==> config.mk <==
export PLATFORM = sky130hd
export DESIGN_NAME = dmx_uart_loader_flat
export DESIGN_NICKNAME = d
export VERILOG_FILES = /design/src/rtl/dmx_uart_loader_if.sv /design/src/rtl/dmx_uart_loader.sv /design/src/flat_wrapper.sv
export SDC_FILE = /design/constraint.sdc
export NUM_CORES = 2
export LEC_CHECK = 0
export CORE_MARGIN = 1.5
export CORE_UTILIZATION = 50
export CTS_CLUSTER_DIAMETER = 80
export DETAILED_ROUTE_END_ITERATION = 10
export PLACE_DENSITY = 0.72
export SLEW_MARGIN = 10
export SYNTH_ARGS = -nofsm -noshare
export SYNTH_HDL_FRONTEND = slang
export SYNTH_SLANG_ARGS = --single-unit
==> constraint.sdc <==
create_clock -name CLK12 -period 16.7 [get_ports CLK12]
set_clock_uncertainty 0.05 [all_clocks]
set_input_delay 3.34 -clock CLK12 [delete_from_list [all_inputs] [get_ports CLK12]]
set_output_delay 3.34 -clock CLK12 [all_outputs]
set_load 0.01 [all_outputs]
==> src/rtl/dmx_uart_loader_if.sv <==
// dmx_uart_loader_if: host-side UART line, packetizer slot port and status
// strobes of the DMX level loader, bundled for connection as one port.
interface dmx_uart_loader_if;
  logic       rx;
  logic [9:0] slot_index;
  logic [7:0] slot_byte;
  logic       cmd_done;
  logic       frame_err;
  logic       busy;

  modport master (
    output rx, slot_index,
    input  slot_byte, cmd_done, frame_err, busy
  );

  modport slave (
    input  rx, slot_index,
    output slot_byte, cmd_done, frame_err, busy
  );
endinterface

==> src/rtl/dmx_uart_loader.sv <==
// dmx_uart_loader: RS232 command receiver that fills a 512-slot DMX level
// buffer and serves slot_byte for the slot the packetizer is requesting.
// Command format: SYNC_BYTE, {7'b0, addr[8]}, addr[7:0], N (0 = 256), N data.
// Optional macro DMX_DOUBLE_BUFFER_EN: two banks, writes go to the back bank
// and the banks swap at the next frame start after a completed command.
module dmx_uart_loader #(
  parameter int         CLKS_PER_BIT = 104,
  parameter int         TIMEOUT_CLKS = 120000,
  parameter logic [7:0] SYNC_BYTE    = 8'h7E
) (
  input logic               CLK12,
  input logic               RESET,
  dmx_uart_loader_if.slave  bus
);

  localparam int CNT_W = $clog2(CLKS_PER_BIT);
  localparam logic [CNT_W-1:0] CNT_HALF = CNT_W'(CLKS_PER_BIT / 2 - 1);
  localparam logic [CNT_W-1:0] CNT_FULL = CNT_W'(CLKS_PER_BIT - 1);
  localparam logic [16:0]      GAP_LAST = 17'(TIMEOUT_CLKS - 1);

  typedef enum logic [1:0] {R_IDLE, R_START, R_DATA, R_STOP} rxst_t;
  typedef enum logic [2:0] {P_HUNT, P_ADDR_HI, P_ADDR_LO, P_COUNT, P_DATA} pst_t;

  // receiver state
  logic             rx_s1_q, rx_s2_q, rx_prev_q;
  rxst_t            rxst_q;
  logic [CNT_W-1:0] cnt_q;
  logic [2:0]       bitn_q;
  logic [7:0]       shift_q;
  logic             byte_valid_q;
  logic             stop_bad;

  // parser state
  pst_t        pst_q;
  logic [8:0]  addr_q;
  logic [8:0]  rem_q;
  logic [16:0] gap_q;
  logic        busy_q, cmd_done_q, frame_err_q;
  logic        wr_en;

  logic [7:0]  slot_byte_q;
  logic        unused_idx_hi;

  assign unused_idx_hi = bus.slot_index[9];

  // A stop bit sampled low drops the byte and reports a framing error.
  assign stop_bad = (rxst_q == R_STOP) && (cnt_q == CNT_FULL) && !rx_s2_q;

  // UART receiver: synchroniser, start validation, 8 data bits LSB-first, stop
  always_ff @(posedge CLK12) begin
    if (RESET) begin
      rx_s1_q      <= 1'b1;
      rx_s2_q      <= 1'b1;
      rx_prev_q    <= 1'b1;
      rxst_q       <= R_IDLE;
      cnt_q        <= '0;
      bitn_q       <= '0;
      byte_valid_q <= 1'b0;
    end else begin
      rx_s1_q      <= bus.rx;
      rx_s2_q      <= rx_s1_q;
      rx_prev_q    <= rx_s2_q;
      byte_valid_q <= 1'b0;
      case (rxst_q)
        R_IDLE: begin
          if (rx_prev_q && !rx_s2_q) begin
            rxst_q <= R_START;
            cnt_q  <= '0;
          end
        end
        R_START: begin
          if (cnt_q == CNT_HALF) begin
            cnt_q  <= '0;
            bitn_q <= '0;
            rxst_q <= rx_s2_q ? R_IDLE : R_DATA;
          end else begin
            cnt_q <= cnt_q + 1'b1;
          end
        end
        R_DATA: begin
          if (cnt_q == CNT_FULL) begin
            cnt_q   <= '0;
            shift_q <= {rx_s2_q, shift_q[7:1]};
            if (bitn_q == 3'd7) rxst_q <= R_STOP;
            else                bitn_q <= bitn_q + 1'b1;
          end else begin
            cnt_q <= cnt_q + 1'b1;
          end
        end
        default: begin
          if (cnt_q == CNT_FULL) begin
            cnt_q        <= '0;
            rxst_q       <= R_IDLE;
            byte_valid_q <= rx_s2_q;
          end else begin
            cnt_q <= cnt_q + 1'b1;
          end
        end
      endcase
    end
  end

  // Command parser with inter-byte timeout; outputs registered with the state
  always_ff @(posedge CLK12) begin
    if (RESET) begin
      pst_q       <= P_HUNT;
      busy_q      <= 1'b0;
      cmd_done_q  <= 1'b0;
      frame_err_q <= 1'b0;
      gap_q       <= '0;
    end else begin
      cmd_done_q  <= 1'b0;
      frame_err_q <= stop_bad;
      if (stop_bad) begin
        pst_q  <= P_HUNT;
        busy_q <= 1'b0;
        gap_q  <= '0;
      end else if (byte_valid_q) begin
        gap_q <= '0;
        case (pst_q)
          P_HUNT: begin
            if (shift_q == SYNC_BYTE) begin
              pst_q  <= P_ADDR_HI;
              busy_q <= 1'b1;
            end
          end
          P_ADDR_HI: begin
            if (shift_q[7:1] != 7'd0) begin
              frame_err_q <= 1'b1;
              pst_q       <= P_HUNT;
              busy_q      <= 1'b0;
            end else begin
              addr_q[8] <= shift_q[0];
              pst_q     <= P_ADDR_LO;
            end
          end
          P_ADDR_LO: begin
            addr_q[7:0] <= shift_q;
            pst_q       <= P_COUNT;
          end
          P_COUNT: begin
            rem_q <= (shift_q == 8'd0) ? 9'd256 : {1'b0, shift_q};
            pst_q <= P_DATA;
          end
          default: begin
            addr_q <= addr_q + 1'b1;
            if (rem_q == 9'd1) begin
              cmd_done_q <= 1'b1;
              pst_q      <= P_HUNT;
              busy_q     <= 1'b0;
            end else begin
              rem_q <= rem_q - 1'b1;
            end
          end
        endcase
      end else if (pst_q != P_HUNT) begin
        if (gap_q == GAP_LAST) begin
          pst_q  <= P_HUNT;
          busy_q <= 1'b0;
          gap_q  <= '0;
        end else begin
          gap_q <= gap_q + 1'b1;
        end
      end
    end
  end

  // The write lands on the same edge that registers cmd_done.
  assign wr_en = byte_valid_q && (pst_q == P_DATA);

`ifdef DMX_DOUBLE_BUFFER_EN
  logic [7:0] mem_q [0:1023];
  logic       front_q, swap_pending_q;
  logic [9:0] idx_prev_q;
  logic       frame_start;

  assign frame_start = (bus.slot_index == 10'd1) && (idx_prev_q != 10'd1);

  // Bank select: swap at the first frame start after a completed command
  always_ff @(posedge CLK12) begin
    if (RESET) begin
      front_q        <= 1'b0;
      swap_pending_q <= 1'b0;
      idx_prev_q     <= '0;
    end else begin
      idx_prev_q <= bus.slot_index;
      if (frame_start && swap_pending_q) begin
        front_q        <= ~front_q;
        swap_pending_q <= cmd_done_q;
      end else if (cmd_done_q) begin
        swap_pending_q <= 1'b1;
      end
    end
  end

  // Back-bank write port
  always_ff @(posedge CLK12) begin
    if (wr_en) mem_q[{~front_q, addr_q}] <= shift_q;
  end

  // Front-bank registered read port
  always_ff @(posedge CLK12) begin
    if (RESET) slot_byte_q <= '0;
    else       slot_byte_q <= mem_q[{front_q, bus.slot_index[8:0]}];
  end
`else
  logic [7:0] mem_q [0:511];

  // Single-bank write port
  always_ff @(posedge CLK12) begin
    if (wr_en) mem_q[addr_q] <= shift_q;
  end

  // Registered read port; same-address write returns the old data
  always_ff @(posedge CLK12) begin
    if (RESET) slot_byte_q <= '0;
    else       slot_byte_q <= mem_q[bus.slot_index[8:0]];
  end
`endif

  assign bus.slot_byte = slot_byte_q;
  assign bus.cmd_done  = cmd_done_q;
  assign bus.frame_err = frame_err_q;
  assign bus.busy      = busy_q;

endmodule

==> src/flat_wrapper.sv <==
// flat-port wrapper written by rule: the top's interface ports become plain ports
module dmx_uart_loader_flat 
#(
  parameter int         CLKS_PER_BIT = 104,
  parameter int         TIMEOUT_CLKS = 120000,
  parameter logic [7:0] SYNC_BYTE    = 8'h7E
)
  (CLK12, RESET, bus_rx, bus_slot_index, bus_slot_byte, bus_cmd_done, bus_frame_err, bus_busy);
  dmx_uart_loader_if bus_i ();
  input logic CLK12;
  input logic RESET;
  input wire logic [$bits(bus_i.rx)-1:0] bus_rx;
  input wire logic [$bits(bus_i.slot_index)-1:0] bus_slot_index;
  output wire logic [$bits(bus_i.slot_byte)-1:0] bus_slot_byte;
  output wire logic [$bits(bus_i.cmd_done)-1:0] bus_cmd_done;
  output wire logic [$bits(bus_i.frame_err)-1:0] bus_frame_err;
  output wire logic [$bits(bus_i.busy)-1:0] bus_busy;
  assign bus_i.rx = bus_rx;
  assign bus_i.slot_index = bus_slot_index;
  assign bus_slot_byte = bus_i.slot_byte;
  assign bus_cmd_done = bus_i.cmd_done;
  assign bus_frame_err = bus_i.frame_err;
  assign bus_busy = bus_i.busy;
  dmx_uart_loader #(.CLKS_PER_BIT(CLKS_PER_BIT), .TIMEOUT_CLKS(TIMEOUT_CLKS), .SYNC_BYTE(SYNC_BYTE)) u_core (.CLK12(CLK12), .RESET(RESET), .bus(bus_i));
endmodule
==> impl_metrics.ini <==
[worst_setup_path]
worstSetupStartpointType = input pin
path_buf_inv = 4
worstPathArrival_ps = 8770
worst_path_most_repeated_cell = buf_12
crit_start = bus_slot_index[0]
cp_slowest_cell = a2111oi_0
reg2reg_from = u_core.pst_q[2]
end_kind = flip-flop
crit_required_ps = 17480
slowest_delay_ps = 960
crit_path_cell_trace = buf_16 > buf_12 > buf_4 > buf_12 > mux4_2 > a2111oi_0 > nand3_1 > nand4_1 > nor3_1 > a22oi_1 > nand2_1
crit_family = buffers and inverters
setup.worst_path.class = in2reg
worstPathMaxFanout = 95

[cts]
numClockSinks = 4169
clk_latency_ps = 970
cts_max_level = 5
hold_buffers = 0
clkTransAtPathRegs_ps = 60
cts_resized = 0
clk_path_buf_depth = 4
cts-root-buf = clkbuf_16
cts_tree = built
cts_made_buffers = 402
post_cts_buffers = 0

[yosys]
async_flop_share_pct = 0
syn_inst = 7761
synth_warnings = 0
synth-edff-count = 4122
syn_avg_cell_area_um2 = 21.0
netlist_top_cells_area = edfxtp_1 76%, mux4_2 13%, mux2i_1 2.6%
synthFlopType = edfxtp_1
yosys.area.top_type = edfxtp_1
ys_types = 72
synth_nets = 7784
yosysTopAreaCellShare_pct = 76.1
yosysSeqAreaShare_pct = 76.7
synth-seq-cells = 4169
synth_area_um2 = 163000

[route]
antenna_left = 0
wl_per_cell_um = 31.0
wirelength_mm = 388
firstDrtPassIters = 6
drtIter0Drc = 11093
drc_errors = 0
avgViaCountPerCell = 6.38
num_vias = 79885

[power]
peakVddDrop_mv = 0.0918
leakagePower_nw = 55.5
p_total_mw = 21.1
powerDensity_nw_per_um2 = 117

[cells_and_area]
stdcell_area_um2 = 180000
fin_util_pct = 55.4
layout-drive-gt1-share_pct = 20.5
stdcell_count = 12525
layout_commonest_cell = edfxtp_1
n_fill_cell = 23215
area_growth_syn_to_layout_pct = 10.5
num-nets-final = 7883
final_cell_mix = 4,122 x edfxtp_1, 926 x mux4_2, 640 x nor2_1

[grt]
first_global_vias = 79901
grt_max_degree = 213
grt_overflow = 0
antenna_found_initial = 11
grt_use_total_pct = 23.3
grt_pass1_wl_mm = 559

[timing]
final.min_clock_period_ps = 7990
maxSlewViolCount = 0
setup_viol = 0
max-slew-margin-rel_pct = 5.02
fin_ws_ps = 8710
hold_viol_final = 0
rsz0062_at_grt = no
post-route-period-util_pct = 47.9
worst_pin_slew_ps = 1420
max_clock_freq_mhz = 125
tns_ps = 0
hold_ws_ps = 366

[placement]
io_buffers = 22
hpwl_mm = 225
dp_cells = 11781
place_congestion = 0.833
pre_cts_ws_ps = 7800
place_area_um2 = 167000

[die]
fp.dieArea_um2 = 329000
core_area_um2 = 324000
initial_core_util_pct = 50.2
num_rows = 209
die_height_um = 573
io-pin-count = 24
die_w_um = 573

[job]
max-cap-violations = 0

[hold_path]
hp-start = u_core.rx_s1_q
hold_path.class = reg2reg

[outcome]
status = finished, final reports clean
==> sequential cells by signal, indices dropped and copies added, names as in the netlist, 2 cells and up <==
name / flops
u_core.pst_q: 3
u_core.shift_q: 8
u_core.bitn_q: 3
u_core.addr_q: 9
u_core.mem_q: 4096
u_core.rem_q: 9
u_core.rxst_q: 2
u_core.bus.slot_byte: 8
u_core.cnt_q: 7
u_core.gap_q: 17
==> report_power, final <==
group | internal, mW | switching, mW
Sequential | 11.3 | 0.00863
Clock | 5.09 | 3.88
Combinational | 0.316 | 0.445
Total | 16.7 | 4.34
==> per-layer routing <==
metal / global-route usage [%] / part of all wire (%)
met1: 32.4 / 38
met2: 37.7 / 49
met3: 3.97 / 9.7
met4: 7.88 / 3.5
met5: 0 / 0
==> kinds of logic (layout without fill, tap and decap cells) <==
group,after synthesis,after routing,synth area share (%)
xor gates and xnor gates,35,35,0.188
buffers and inverters,488,923,1.98
muxes,1357,1357,15.5
adders and majority gates,10,10,0.0769
and+or+nand+nor,1006,1006,2.61
DFF,4169,4169,76.7
AOI/OAI and AO/OA,696,696,2.97
other,0,4,0
==> path summary, 6_finish.rpt <==
check / slack, ps / cells past startpoint / to
worst max-delay path: 8710 / 11 / u_core.bus.slot_byte[3]
worst min-delay path: 370 / 1 / u_core.rx_s2_q
worst max register to register: 12360 / 5 / u_core.mem_q[78][3]
worst min register to register: 370 / 1 / u_core.rx_s2_q
==> area by class of cell <==
| class | instances | area (µm²) | share of cell area, % |
|---|---|---|---|
| multi-input cells | 3104 | 34900 | 19.4 |
| clock inverters | 240 | 2530 | 1.41 |
| diodes | 4 | 10.0 | 0.00557 |
| repair buffers | 168 | 1530 | 0.853 |
| flip-flops and latches | 4169 | 125000 | 69.4 |
| clock buffers | 500 | 10500 | 5.83 |
| well taps | 4325 | 5410 | 3.01 |
| inverters | 15 | 68.8 | 0.0383 |
==> synth_stat cells, drive strengths merged (7+ instances only) <==
master	number
buf	254
a21oi	151
o31ai	9
or3	10
dfxtp	47
edfxtp	4122
nor3b	7
or2	7
nor2b	12
a32oi	14
o31a	8
and2	10
nand3	17
clkbuf	219
nor4	25
xnor2	14
mux2i	428
xor2	21
o211ai	23
nand2	171
o221ai	166
a211oi	12
a221oi	14
ha	10
o22ai	84
inv	15
mux4	927
a22o	17
o2111ai	9
nor2	642
o21ai	95
a22oi	66
nand4	15
nor3	58
No activity file was read; power rests on OpenSTA's default activity.
